==> src/rtl/cpu_pkg.sv <==
// cpu_pkg: opcodes, sequencer states and control-line masks shared by the control unit and datapath.
package cpu_pkg;
  localparam logic [4:0] OP_LD = 5'b00000, OP_LDI = 5'b00001, OP_ST = 5'b00010, OP_ADD = 5'b00011;
  localparam logic [4:0] OP_SUB = 5'b00100, OP_AND = 5'b00101, OP_OR = 5'b00110, OP_ROR = 5'b00111;
  localparam logic [4:0] OP_ROL = 5'b01000, OP_SHR = 5'b01001, OP_SHRA = 5'b01010, OP_SHL = 5'b01011;
  localparam logic [4:0] OP_ADDI = 5'b01100, OP_ANDI = 5'b01101, OP_ORI = 5'b01110, OP_MUL = 5'b01111;
  localparam logic [4:0] OP_DIV = 5'b10000, OP_NEG = 5'b10001, OP_NOT = 5'b10010, OP_BR = 5'b10011;
  localparam logic [4:0] OP_JR = 5'b10100, OP_JAL = 5'b10101, OP_IN = 5'b10110, OP_OUT = 5'b10111;
  localparam logic [4:0] OP_MFHI = 5'b11000, OP_MFLO = 5'b11001, OP_NOP = 5'b11010, OP_HALT = 5'b11011;
  // Steps within one instruction are consecutive codes so the sequencer can simply increment.
  typedef enum logic [5:0] {
    S_RST, S_F0, S_F1, S_F2, S_F3, S_D0, S_HALT,
    S_RR0, S_RR1, S_RR2, S_RI0, S_RI1, S_RI2, S_LDI0, S_LDI1, S_LDI2,
    S_LD0, S_LD1, S_LD2, S_LD3, S_LD4, S_LD5, S_ST0, S_ST1, S_ST2, S_ST3, S_ST4,
    S_MD0, S_MD1, S_MD2, S_MD3, S_NN0, S_NN1, S_BR0, S_BR1, S_BR2, S_BR3,
    S_JR, S_JAL0, S_JAL1, S_IN, S_OUT, S_MFHI, S_MFLO, S_NOP
  } state_t;
  localparam logic [26:0] C_HI_IN = 27'd1 << 26, C_LO_IN = 27'd1 << 25, C_PC_IN = 27'd1 << 24;
  localparam logic [26:0] C_MDR_IN = 27'd1 << 23, C_OUTPORT_IN = 27'd1 << 22, C_Z_IN = 27'd1 << 21;
  localparam logic [26:0] C_Y_IN = 27'd1 << 20, C_MAR_IN = 27'd1 << 19, C_IR_IN = 27'd1 << 18;
  localparam logic [26:0] C_CON_IN = 27'd1 << 17, C_HI_OUT = 27'd1 << 16, C_LO_OUT = 27'd1 << 15;
  localparam logic [26:0] C_ZHI_OUT = 27'd1 << 14, C_ZLO_OUT = 27'd1 << 13, C_PC_OUT = 27'd1 << 12;
  localparam logic [26:0] C_MDR_OUT = 27'd1 << 11, C_INPORT_OUT = 27'd1 << 10, C_C_OUT = 27'd1 << 9;
  localparam logic [26:0] C_GRA = 27'd1 << 8, C_GRB = 27'd1 << 7, C_GRC = 27'd1 << 6;
  localparam logic [26:0] C_RIN = 27'd1 << 5, C_ROUT = 27'd1 << 4, C_BA_OUT = 27'd1 << 3;
  localparam logic [26:0] C_READ = 27'd1 << 2, C_WRITE = 27'd1 << 1, C_INC_PC = 27'd1 << 0;
  function automatic state_t entry_state(input logic [4:0] op);
    case (op)
      OP_LD: entry_state = S_LD0;
      OP_LDI: entry_state = S_LDI0;
      OP_ST: entry_state = S_ST0;
      OP_ADD, OP_SUB, OP_AND, OP_OR, OP_ROR, OP_ROL, OP_SHR, OP_SHRA, OP_SHL: entry_state = S_RR0;
      OP_ADDI, OP_ANDI, OP_ORI: entry_state = S_RI0;
      OP_MUL, OP_DIV: entry_state = S_MD0;
      OP_NEG, OP_NOT: entry_state = S_NN0;
      OP_BR: entry_state = S_BR0;
      OP_JR: entry_state = S_JR;
      OP_JAL: entry_state = S_JAL0;
      OP_IN: entry_state = S_IN;
      OP_OUT: entry_state = S_OUT;
      OP_MFHI: entry_state = S_MFHI;
      OP_MFLO: entry_state = S_MFLO;
      OP_HALT: entry_state = S_HALT;
      default: entry_state = S_NOP;
    endcase
  endfunction
endpackage

==> src/rtl/control_sequencer.sv <==
// control_sequencer: hardwired fetch/decode/execute control unit driving every datapath control line.
module control_sequencer
  import cpu_pkg::*;
(
  input  logic        Clock,
  input  logic        Reset,
  input  logic [31:0] IR,
  input  logic        CON,
  input  logic        Stop,
  output logic        Run,
  output logic        HIin, LOin, PCin, MDRin, OUTPORTin, Zin, Yin, MARin, IRin, CONin,
  output logic        HIout, LOout, ZHIout, ZLOout, PCout, MDRout, INPORTout, Cout,
  output logic        Gra, Grb, Grc, Rin, Rout, BAout,
  output logic        Read, write, IncPC
);
  state_t r_state, w_next;
  logic [26:0] w_ctl;
  logic w_last;
  assign w_last = r_state inside {S_RR2, S_RI2, S_LDI2, S_LD5, S_ST4, S_MD3, S_NN1, S_BR3,
                                  S_JR, S_JAL1, S_IN, S_OUT, S_MFHI, S_MFLO, S_NOP};
  always_comb begin
    w_next = state_t'(r_state + 6'd1);
    if (r_state == S_HALT) w_next = S_HALT;
    else if (r_state == S_D0) w_next = entry_state(IR[31:27]);
    else if (w_last) w_next = Stop ? S_HALT : S_F0;
  end
  always_ff @(posedge Clock) r_state <= Reset ? S_RST : w_next;
  always_comb begin
    w_ctl = '0;
    case (r_state)
      S_F0: w_ctl = C_PC_OUT | C_MAR_IN | C_INC_PC | C_Z_IN;
      S_F1: w_ctl = C_ZLO_OUT | C_PC_IN | C_READ;
      S_F2: w_ctl = C_READ | C_MDR_IN;
      S_F3: w_ctl = C_MDR_OUT | C_IR_IN;
      S_RR0, S_RI0: w_ctl = C_GRB | C_ROUT | C_Y_IN;
      S_RR1: w_ctl = C_GRC | C_ROUT | C_Z_IN;
      S_RI1, S_LDI1, S_LD1, S_ST1, S_BR2: w_ctl = C_C_OUT | C_Z_IN;
      S_RR2, S_RI2, S_LDI2: w_ctl = C_ZLO_OUT | C_GRA | C_RIN;
      S_LDI0, S_LD0, S_ST0: w_ctl = C_GRB | C_BA_OUT | C_Y_IN;
      S_LD2, S_ST2: w_ctl = C_ZLO_OUT | C_MAR_IN;
      S_LD3: w_ctl = C_READ;
      S_LD4: w_ctl = C_READ | C_MDR_IN;
      S_LD5: w_ctl = C_MDR_OUT | C_GRA | C_RIN;
      S_ST3: w_ctl = C_GRA | C_ROUT | C_MDR_IN;
      S_ST4: w_ctl = C_WRITE;
      S_MD0: w_ctl = C_GRA | C_ROUT | C_Y_IN;
      S_MD1, S_NN0: w_ctl = C_GRB | C_ROUT | C_Z_IN;
      S_MD2: w_ctl = C_ZLO_OUT | C_LO_IN;
      S_MD3: w_ctl = C_ZHI_OUT | C_HI_IN;
      S_NN1: w_ctl = C_ZLO_OUT | C_GRA | C_RIN;
      S_BR0: w_ctl = C_GRA | C_ROUT | C_CON_IN;
      S_BR1: w_ctl = C_PC_OUT | C_Y_IN;
      S_BR3: w_ctl = CON ? (C_ZLO_OUT | C_PC_IN) : '0;
      S_JR: w_ctl = C_GRA | C_ROUT | C_PC_IN;
      S_JAL0: w_ctl = C_PC_OUT | C_GRA | C_RIN;
      S_JAL1: w_ctl = C_GRB | C_ROUT | C_PC_IN;
      S_IN: w_ctl = C_INPORT_OUT | C_GRA | C_RIN;
      S_OUT: w_ctl = C_GRA | C_ROUT | C_OUTPORT_IN;
      S_MFHI: w_ctl = C_HI_OUT | C_GRA | C_RIN;
      S_MFLO: w_ctl = C_LO_OUT | C_GRA | C_RIN;
      default: w_ctl = '0;
    endcase
  end
  // Reset silences the lines immediately so an in-flight write cannot complete.
  assign {HIin, LOin, PCin, MDRin, OUTPORTin, Zin, Yin, MARin, IRin, CONin,
          HIout, LOout, ZHIout, ZLOout, PCout, MDRout, INPORTout, Cout,
          Gra, Grb, Grc, Rin, Rout, BAout, Read, write, IncPC} = Reset ? '0 : w_ctl;
  assign Run = Reset || r_state != S_HALT;
endmodule

==> config.mk <==
export PLATFORM = sky130hd
export DESIGN_NAME = control_sequencer
export DESIGN_NICKNAME = d
export VERILOG_FILES = /design/src/rtl/cpu_pkg.sv /design/src/rtl/control_sequencer.sv
export SDC_FILE = /design/constraint.sdc
export NUM_CORES = 1
export LEC_CHECK = 0
export BUFFER_PORTS_ARGS = -buffer_cell sky130_fd_sc_hd__buf_2
export CAP_MARGIN = 20
export CELL_PAD_IN_SITES_DETAIL_PLACEMENT = 1
export CELL_PAD_IN_SITES_GLOBAL_PLACEMENT = 2
export CORE_UTILIZATION = 26
export DETAILED_ROUTE_END_ITERATION = 16
export PLACE_DENSITY_LB_ADDON = 0.1
export SLEW_MARGIN = 20
export SYNTH_ARGS = -nofsm -noshare
export SYNTH_HDL_FRONTEND = slang
export SYNTH_SLANG_ARGS = --single-unit
export TNS_END_PERCENT = 5
==> constraint.sdc <==
create_clock -name Clock -period 3.65 [get_ports Clock]
set_input_delay 0.73 -clock Clock [delete_from_list [all_inputs] [get_ports Clock]]
set_output_delay 0.73 -clock Clock [all_outputs]
set_load 0.01 [all_outputs]
Yosys cells after proc, flatten, opt, wreduce, memory -nomap -nowiden
Memories as Yosys holds them, arrays and structs flattened. Cells that the tools add are included.

RAM bits: 0. Memories kept: 1. Latch bits: 0. Bits in read-only memories: 192. Register bits after elaboration: 6. Word-level logic and storage cells: 66.

Shifts and indexed selects: 0. Muxes and demuxes: 7. Order comparisons: 0. Add/sub/neg operators: 1. Multipliers: 0. Reductions and logical operators: 10. Bitwise gates (word level): 0. Equality and inequality tests: 45. Div/mod/pow operators: 0.

Memory list: (name not given) (depth 32, width 6, read ports 1, clocked after Yosys merged registers in 0, write ports 0, line cpu_pkg.sv:28) `case (op)`.

Operator list (count): $pmux W27 S28 (1); $eq A6 B5 Y1 const B (16); $eq A6 B6 Y1 const B (13); $eq A6 B4 Y1 const B (8); $mux W27 (1); $mux W25 (1); $eq A6 B3 Y1 const B (4); $reduce_bool A15 Y1 (1); $eq A6 B2 Y1 const B (2); $mux W6 (2); $reduce_or A2 Y1 (5); $add A6 B1 Y6 const B (1); $eq A6 B1 Y1 const B (1); $mux W3 (2); $ne A6 B3 Y1 const B (1); $reduce_or A5 Y1 (1); $reduce_or A4 Y1 (1); $reduce_or A3 Y1 (1); $logic_or A1 B1 Y1 (1).

Longest topological paths before layout
Gate-level depths: netlist of the first run.

Word-level depth: 5. Mapped depth: 7.

Worst setup path before layout of the first run
No wires, ideal clock.

Kind: register -> output. Start: register r_state[0]. End: output ZHIout. Cell stages (with the launch flop): 7. Arrival time: 1.585 ns. Slack: 1.335 ns. Buffers on the path: 2. Path through: dfxtp_1 > inv_1 > ha_1 > buf_1 > nand2b_1 > nor3_1 > buf_4.

Longest elaborated chain between the ends: 4. Elaborated cells between the ends (all ways): 50. Those cells by class: eq/ne: 41; mux: 2; reduce/logical: 7.

Ends and longest elaborated chain: start, declared (line control_sequencer.sv:16) `state_t r_state, w_next;`; start signal, assigned (line control_sequencer.sv:27) `always_ff @(posedge Clock) r_state <= Reset ? S_RST : w_next;`; $eq A6 B4 Y1 (tied with other cells) (line control_sequencer.sv:30) `case (r_state)`; $reduce_or A5 Y1 (tied with other cells) (line control_sequencer.sv:30); $pmux W27 S28 * (line control_sequencer.sv:30); $mux W27 * (line control_sequencer.sv:67) `Gra, Grb, Grc, Rin, Rout, BAout, Read, write, IncPC} = Reset ? '0 : w_ctl;`; end, declared (line control_sequencer.sv:12) `output logic HIout, LOout, ZHIout, ZLOout, PCout, MDRout, INPORTout, Cout,`.

Mark *: on every way between the ends. The rest lies on a longest branch, timed or not.

Worst setup path in the final report of the first run
Start: register r_state[0]. End: output Gra.

Longest elaborated chain between the ends: 4. Elaborated cells between the ends (all ways): 50. Those cells by class: eq/ne: 41; mux: 2; reduce/logical: 7.

Ends and longest elaborated chain: $eq A6 B4 Y1 (tied with other cells) (line control_sequencer.sv:30); $reduce_or A5 Y1 (tied with other cells) (line control_sequencer.sv:30); $pmux W27 S28 * (line control_sequencer.sv:30); $mux W27 * (line control_sequencer.sv:67); end, declared (line control_sequencer.sv:13) `output logic Gra, Grb, Grc, Rin, Rout, BAout,`.

Marks and branches as above.

==> impl_metrics.yaml, run 1 <==
clock_network:
  root_buffer: "clkbuf_8"
  postCtsHoldBufs: 0
  numClockSinks: 6
  cts_buffers: 3
  clk_pin_slew_ps: 30
  cts_tree: "done"
  cts_setup_buffers: 0
  htree_levels: 1
  ctsResizeCount: 0
  clock_latency_ps: 220
  cts_buffer_depth: 2
yosys:
  async_reset_ff_frac: 0
  avgSynthCellArea_um2: 6.750
  synth_cells: 218
  synth_edf_count: 0
  synth_area_mm2: 0.001471
  yosys_warnings: 0
  seq_area_frac_synth: 0.08163
  synth-seq-cells: 6
  yosysUniqueCellTypes: 50
  synth_top_flop_cell: "dfxtp_1"
  synthesis.nets: 263
sta:
  final_hold_viol_count: 0
  skew_ps: 3.328
  rsz0062_at_grt: "false"
  fin_tns_setup_ps: 0
  timing.slew.headroom: 0.4730
  finalSetupViolCount: 0
  tightestPinTransition_ps: 789.4
  fmax_mhz: 327.1
  post-route-period-util: 0.8377
  slew_viol_final: 0
  min_period_ps: 3057
floorplanning:
  row_count: 27
  die_h_um: 77.23
  die_w_um: 77.23
  die-area_mm2: 0.005964
  ios: 64
  coreArea_mm2: 0.005473
  start_util: 0.2689
worst_hold_path:
  hold_depth: 3
  hp-start: "r_state[0]"
  min_to: "r_state[0]"
  hold_path_class: "flip-flop to flip-flop"
critical_path:
  cp.arrival_ps: 2330
  rr_startpoint: "r_state[2]"
  endpoint_kind: "output pin"
  timing_worst_setup_path_type: "flip-flop to output pin"
  reg2regPathDepth: 5
  timing.rr.end: "r_state[2]"
  crit_required_ps: 2920
  cp_max_fo: 15
  crit_path_start_kind: "flip-flop"
  r2r_slack_ps: 1240
route:
  met1Wirelength_mm: 2.491
  wl_met3_um: 107
  routed-wl-met2_mm: 2.482
  vias_per_cell: 5.233
  vias: 1638
  wl_mm: 5.090
  drcViolationCount: 0
  antenna_left: 0
  top_layer: "met4"
  wl_per_cell_um: 16.26
  firstDrtPassIters: 4
  drt_iter0_drc: 90
placed_design:
  port_buffers: 36
  dp_hpwl_mm: 3.734
  gp_congestion: 0.7510
power:
  combPwrFrac: 0.705
  p_sw_uw: 426.7
  pwr-share-seq: 0.175
  power.internal_uw: 379.3
  swShare: 0.5294
  ir_drop_uv: 310.2
  pwr-share-clk: 0.120
  leakagePower_uw: 0.0006749
  power_density_mw_per_mm2: 472.6
final_layout:
  regMostFlops: "r_state"
  drive_gt1_frac: 0.2448
  syn_to_final_growth_pct: 15.90
  layout.nets: 288
  largest_register_ffs: 6
  antenna-diode-count: 0
  top_regs: "r_state: 6 flops"
  fillers: 726
  fin_util: 0.3116
status:
  status: "complete, no violations"
grt:
  grt_pass1_wl_mm: 8.293
  grt_max_degree: 26
  grt_pass1_vias: 1640
  antenna_found_initial: 0
  track_usage: 0.1711
  grt_overflow: 0
flow_run:
  cap_viol_max_count: 0
==> layer usage <==
| metal | GRT usage | vias up |
|---|---|---|
| met3 | 0.01905 | 2 |
| li1 | - | 838 |
| met5 | 0 | - |
| met1 | 0.2273 | 772 |
| met2 | 0.3018 | 26 |
| met4 | 0.01887 | 0 |
==> synthesized netlist by cell type, drive strengths merged, types with 2 or more instances <==
cell / number / area, um^2
a32oi: 2 / 17.52
a211oi: 3 / 22.52
nand3b: 4 / 30.03
a2111oi: 2 / 30.03
or2: 3 / 18.77
nand2: 16 / 60.06
mux2i: 2 / 20.02
nand3: 9 / 50.05
and2b: 2 / 15.01
mux2: 2 / 26.27
nand4b: 2 / 17.52
nor4: 4 / 25.02
dfxtp: 6 / 120.1
a22oi: 2 / 15.01
nor3: 12 / 60.06
nor2b: 9 / 56.30
nor4b: 3 / 41.29
o21a: 4 / 30.03
nand2b: 9 / 56.30
and3b: 2 / 18.77
o211ai: 3 / 27.52
nor3b: 3 / 22.52
buf: 14 / 88.83
or3: 2 / 12.51
a21oi: 18 / 93.84
a31oi: 10 / 62.56
ha: 9 / 112.6
clkbuf: 7 / 26.28
nand4: 4 / 25.02
inv: 8 / 30.03
xnor2: 5 / 43.79
o21ai: 9 / 52.55
nor2: 21 / 78.83
==> stage by stage <==
| step | instances | hold slack [ps] | instance area, um^2 | worst slack (ps) | power (uW) |
|---|---|---|---|---|---|
| 2_1_floorplan | 218 | 620.6 | 1471 | 1335 | 557.2 |
| 3_3_place_gp | 310 | 718.6 | 1664 | 803.0 | 716.8 |
| 3_5_place_dp | 310 | 739.7 | 1664 | 822.7 | 713.5 |
| 4_1_cts | 313 | 748.2 | 1705 | 577.3 | 817.1 |
| 5_1_grt | 313 | 778.4 | 1705 | 381.6 | 879.5 |
| 6_report | 313 | 719.7 | 1705 | 592.6 | 806.0 |
==> worst max-delay path by stage <==
stage | start | to | slack (ps) | cells past startpoint
5_1_grt | r_state[0] | Gra | 380 | 8
3_3_place_gp | r_state[0] | Gra | 800 | 7
3_5_place_dp | r_state[0] | Gra | 820 | 8
6_report | r_state[0] | Gra | 590 | 8
2_1_floorplan | r_state[0] | ZHIout | 1330 | 6
4_1_cts | r_state[0] | Gra | 580 | 8
==> layout by cell type (no fill, tap or decap), types with 3 or more instances in the layout <==
master     n
buf_2     36
nor2_1    21
a21oi_1   17
nand2_1   16
nor3_1    12
a31oi_1   10
nor2b_1    9
nand2b_1   9
ha_1       9
inv_1      8
nand3_1    8
o21ai_0    7
dfxtp_1    6
xnor2_1    5
buf_4      5
nand4_1    4
nor4_1     4
nand3b_1   4
o21a_1     4
or2_2      3
nor3b_1    3
a211oi_1   3
clkbuf_8   3
==> area by class of cell <==
| class | count | area [um^2] | share of cell area |
|---|---|---|---|
| clock buffers | 3 | 41.29 | 0.02421 |
| well taps | 72 | 90.09 | 0.05282 |
| multi-input cells | 183 | 1206 | 0.7073 |
| inverters | 8 | 30.03 | 0.01761 |
| flip-flops and latches | 6 | 120.1 | 0.07043 |
| repair buffers | 41 | 217.7 | 0.1277 |
==> worst max-delay path, cell delays in order (launching register included) <==
cell	delay [ps]
dfxtp_1	340
inv_1	100
ha_1	570
nand4bb_1	170
a21oi_1	230
and3b_2	280
o221a_2	150
a21oi_1	120
buf_2	150
==> logic make-up (layout without fill, tap and decap cells) <==
logic type,Yosys count,in the layout,synth area share
fa+ha+maj,9,9,0.07653
simple gates,106,106,0.4073
buf+inv,29,52,0.09864
mux,4,4,0.03146
compound gates,58,58,0.2687
xor+xnor,6,6,0.03571
flops,6,6,0.08164
==> power by group through the flow <==
| stage | Clock [uW] | Combinational, uW | Sequential, uW |
|---|---|---|---|
| 2_1_floorplan | 0 | 459 | 97.8 |
| 3_3_place_gp | 0 | 576 | 141 |
| 3_5_place_dp | 0 | 572 | 142 |
| 4_1_cts | 102 | 574 | 141 |
| 5_1_grt | 106 | 626 | 147 |
| 6_report | 97.1 | 568 | 141 |
Note: power is estimated with default switching activity, not from simulation.
==> run 2, diff against run 1 <==
--- a/config.mk
+++ b/config.mk
@@ -9,7 +9,7 @@
 export CAP_MARGIN = 20
 export CELL_PAD_IN_SITES_DETAIL_PLACEMENT = 1
 export CELL_PAD_IN_SITES_GLOBAL_PLACEMENT = 2
-export CORE_UTILIZATION = 26
+export CORE_UTILIZATION = 22
 export DETAILED_ROUTE_END_ITERATION = 16
 export PLACE_DENSITY_LB_ADDON = 0.1
 export SLEW_MARGIN = 20
==> constraint.sdc (replaced) <==
create_clock -name Clock -period 2.7 [get_ports Clock]
set_input_delay 0.54 -clock Clock [delete_from_list [all_inputs] [get_ports Clock]]
set_output_delay 0.54 -clock Clock [all_outputs]
set_load 0.01 [all_outputs]
==> run 2 against run 1 <==
  * Worst setup slack lost 440 ps
  * Flip-flop and latch count did not move
  * Clock power is 32% higher
  * Final cell count up 4.5%
  * Total power increased by 44%
  * Sequential power rose by 30%
  * Register-to-register slack worse by 650 ps
  * Global-route usage down 2.1 points
  * Clock skew is 0.68 ps lower
  * Worst hold slack got worse by 51 ps
  * First-iteration DRC count decreased by 33%
  * Utilization fell by 3.1 points
  * Largest cell class unchanged
==> impl_metrics.yaml, run 2 (same netlist as run 1, synthesis figures left out) <==
status:
  status: "complete, no violations"
floorplanning:
  ios: 64
  die_h_um: 83.78
  start_util: 0.2304
  row_count: 29
  die-area_mm2: 0.007019
  die_w_um: 83.78
  coreArea_mm2: 0.006386
final_layout:
  largest_register_ffs: 6
  fillers: 811
  final_common_cell: "buf_2"
  antenna-diode-count: 0
  top_regs: "r_state: 6 flops"
  regArea_um2: 125.1
  drive_gt1_frac: 0.2960
  final_cell_mix: "buf_2 (36), nor2_1 (21), a21oi_1 (16), nand2_1 (16), buf_4 (13)"
  layout.nets: 297
  multi_input_area_mm2: 0.001212
  final_area_mm2: 0.001794
  regMostFlops: "r_state"
  syn_to_final_growth_pct: 21.94
placed_design:
  gp_congestion: 0.7355
  port_buffers: 36
  dp_hpwl_mm: 4.079
  placed_area_mm2: 0.001738
grt:
  grt_max_degree: 26
  grt_overflow: 0
  antenna_found_initial: 0
  track_usage: 0.1497
  grt_pass1_wl_mm: 8.852
  grt_pass1_vias: 1708
power:
  power_density_mw_per_mm2: 645.4
  ir_drop_uv: 539.4
  leakagePower_uw: 0.0007226
sta:
  post-route-period-util: 0.9442
  timing.slew.headroom: 0.6725
  rsz0062_at_grt: "true"
  hold_ws_ps: 668.7
  fmax_mhz: 392.2
  min_period_ps: 2549
  skew_ps: 2.651
  finalSetupViolCount: 0
  final_hold_viol_count: 0
  slew_viol_final: 0
  tightestPinTransition_ps: 491.3
  fin_tns_setup_ps: 0
route:
  vias: 1692
  vias_per_cell: 5.174
  wl_per_cell_um: 16.11
  drcViolationCount: 0
  drt_iter0_drc: 60
  firstDrtPassIters: 4
  antenna_left: 0
  wl_mm: 5.267
critical_path:
  cp.arrival_ps: 2010
  crit_path_start_kind: "flip-flop"
  timing_worst_setup_path_type: "flip-flop to output pin"
  endpoint_kind: "output pin"
  crit_required_ps: 2160
  cp_max_fo: 7
clock_network:
  cts_buffers: 3
  clock_latency_ps: 220
  clk_pin_slew_ps: 40
  numClockSinks: 6
  postCtsHoldBufs: 0
  cts_buffer_depth: 2
  cts_tree: "done"
  root_buffer: "clkbuf_8"
  htree_levels: 1
worst_hold_path:
  hold_path_class: "primary input to flip-flop"
flow_run:
  cap_viol_max_count: 0
run 2: cell count changes in the layout (fill, tap and decap cells not counted), sizes merged:
cell | before | now
buf | 41 | 50
run 2: metrics by stage:
step	total power, uW	std cells	worst slack (ps)	util
6_report	1158	327	150.6	0.2810
5_1_grt	1277	327	-27.36	0.2810
4_1_cts	1164	327	17.89	0.2786
3_5_place_dp	1029	324	257.9	0.2721
3_3_place_gp	1033	324	287.0	0.2721
2_1_floorplan	753.3	218	574.7	-
run 2: final timing paths:
kind                                 start    endpoint  slack [ps]  cells after the start
worst min register to register  r_state[0]  r_state[0]         720                      3
worst max register to register  r_state[0]  r_state[1]         590                      7
worst min-delay path                  Stop  r_state[0]         670                      3
worst max-delay path            r_state[0]       MARin         150                      7
run 2: layout make-up:
cell class	instances	share of cell area
sequential	6	0.06974
timing repair buffer	50	0.1611
clock buffer	3	0.02301
tap	77	0.05370
multi-input combinational	183	0.6757
inverter	8	0.01674
run 2: metal layers:
layer  up-vias  share of wire  wire length, um  GRT usage
li1        861              -                -          -
met1       808           0.48             2522     0.2075
met2        23           0.51             2670     0.2653
met3         0          0.014               74    0.01187
met4         0              0                0   0.004622
met5         -              0                0          0
run 2: worst max-delay path, cell delays in order (launching register included):
cell and delay (ps):
dfxtp_1 350, inv_1 110, ha_1 320, nor2b_1 290, a21oi_1 90, or3_1 310
a21oi_1 160, buf_2 150
run 2: power by group:
| group | internal (uW) | total (uW) | switching [uW] |
|---|---|---|---|
| Sequential | 116 | 183 | 66.6 |
| Combinational | 360 | 847 | 487 |
| Clock | 95.3 | 128 | 32.9 |
run 2: timing repair:
item / in CTS / in global routing
resized for setup: 0 / 7
endpoints found under the setup margin: 0 / 5
setup buffers: 0 / 0
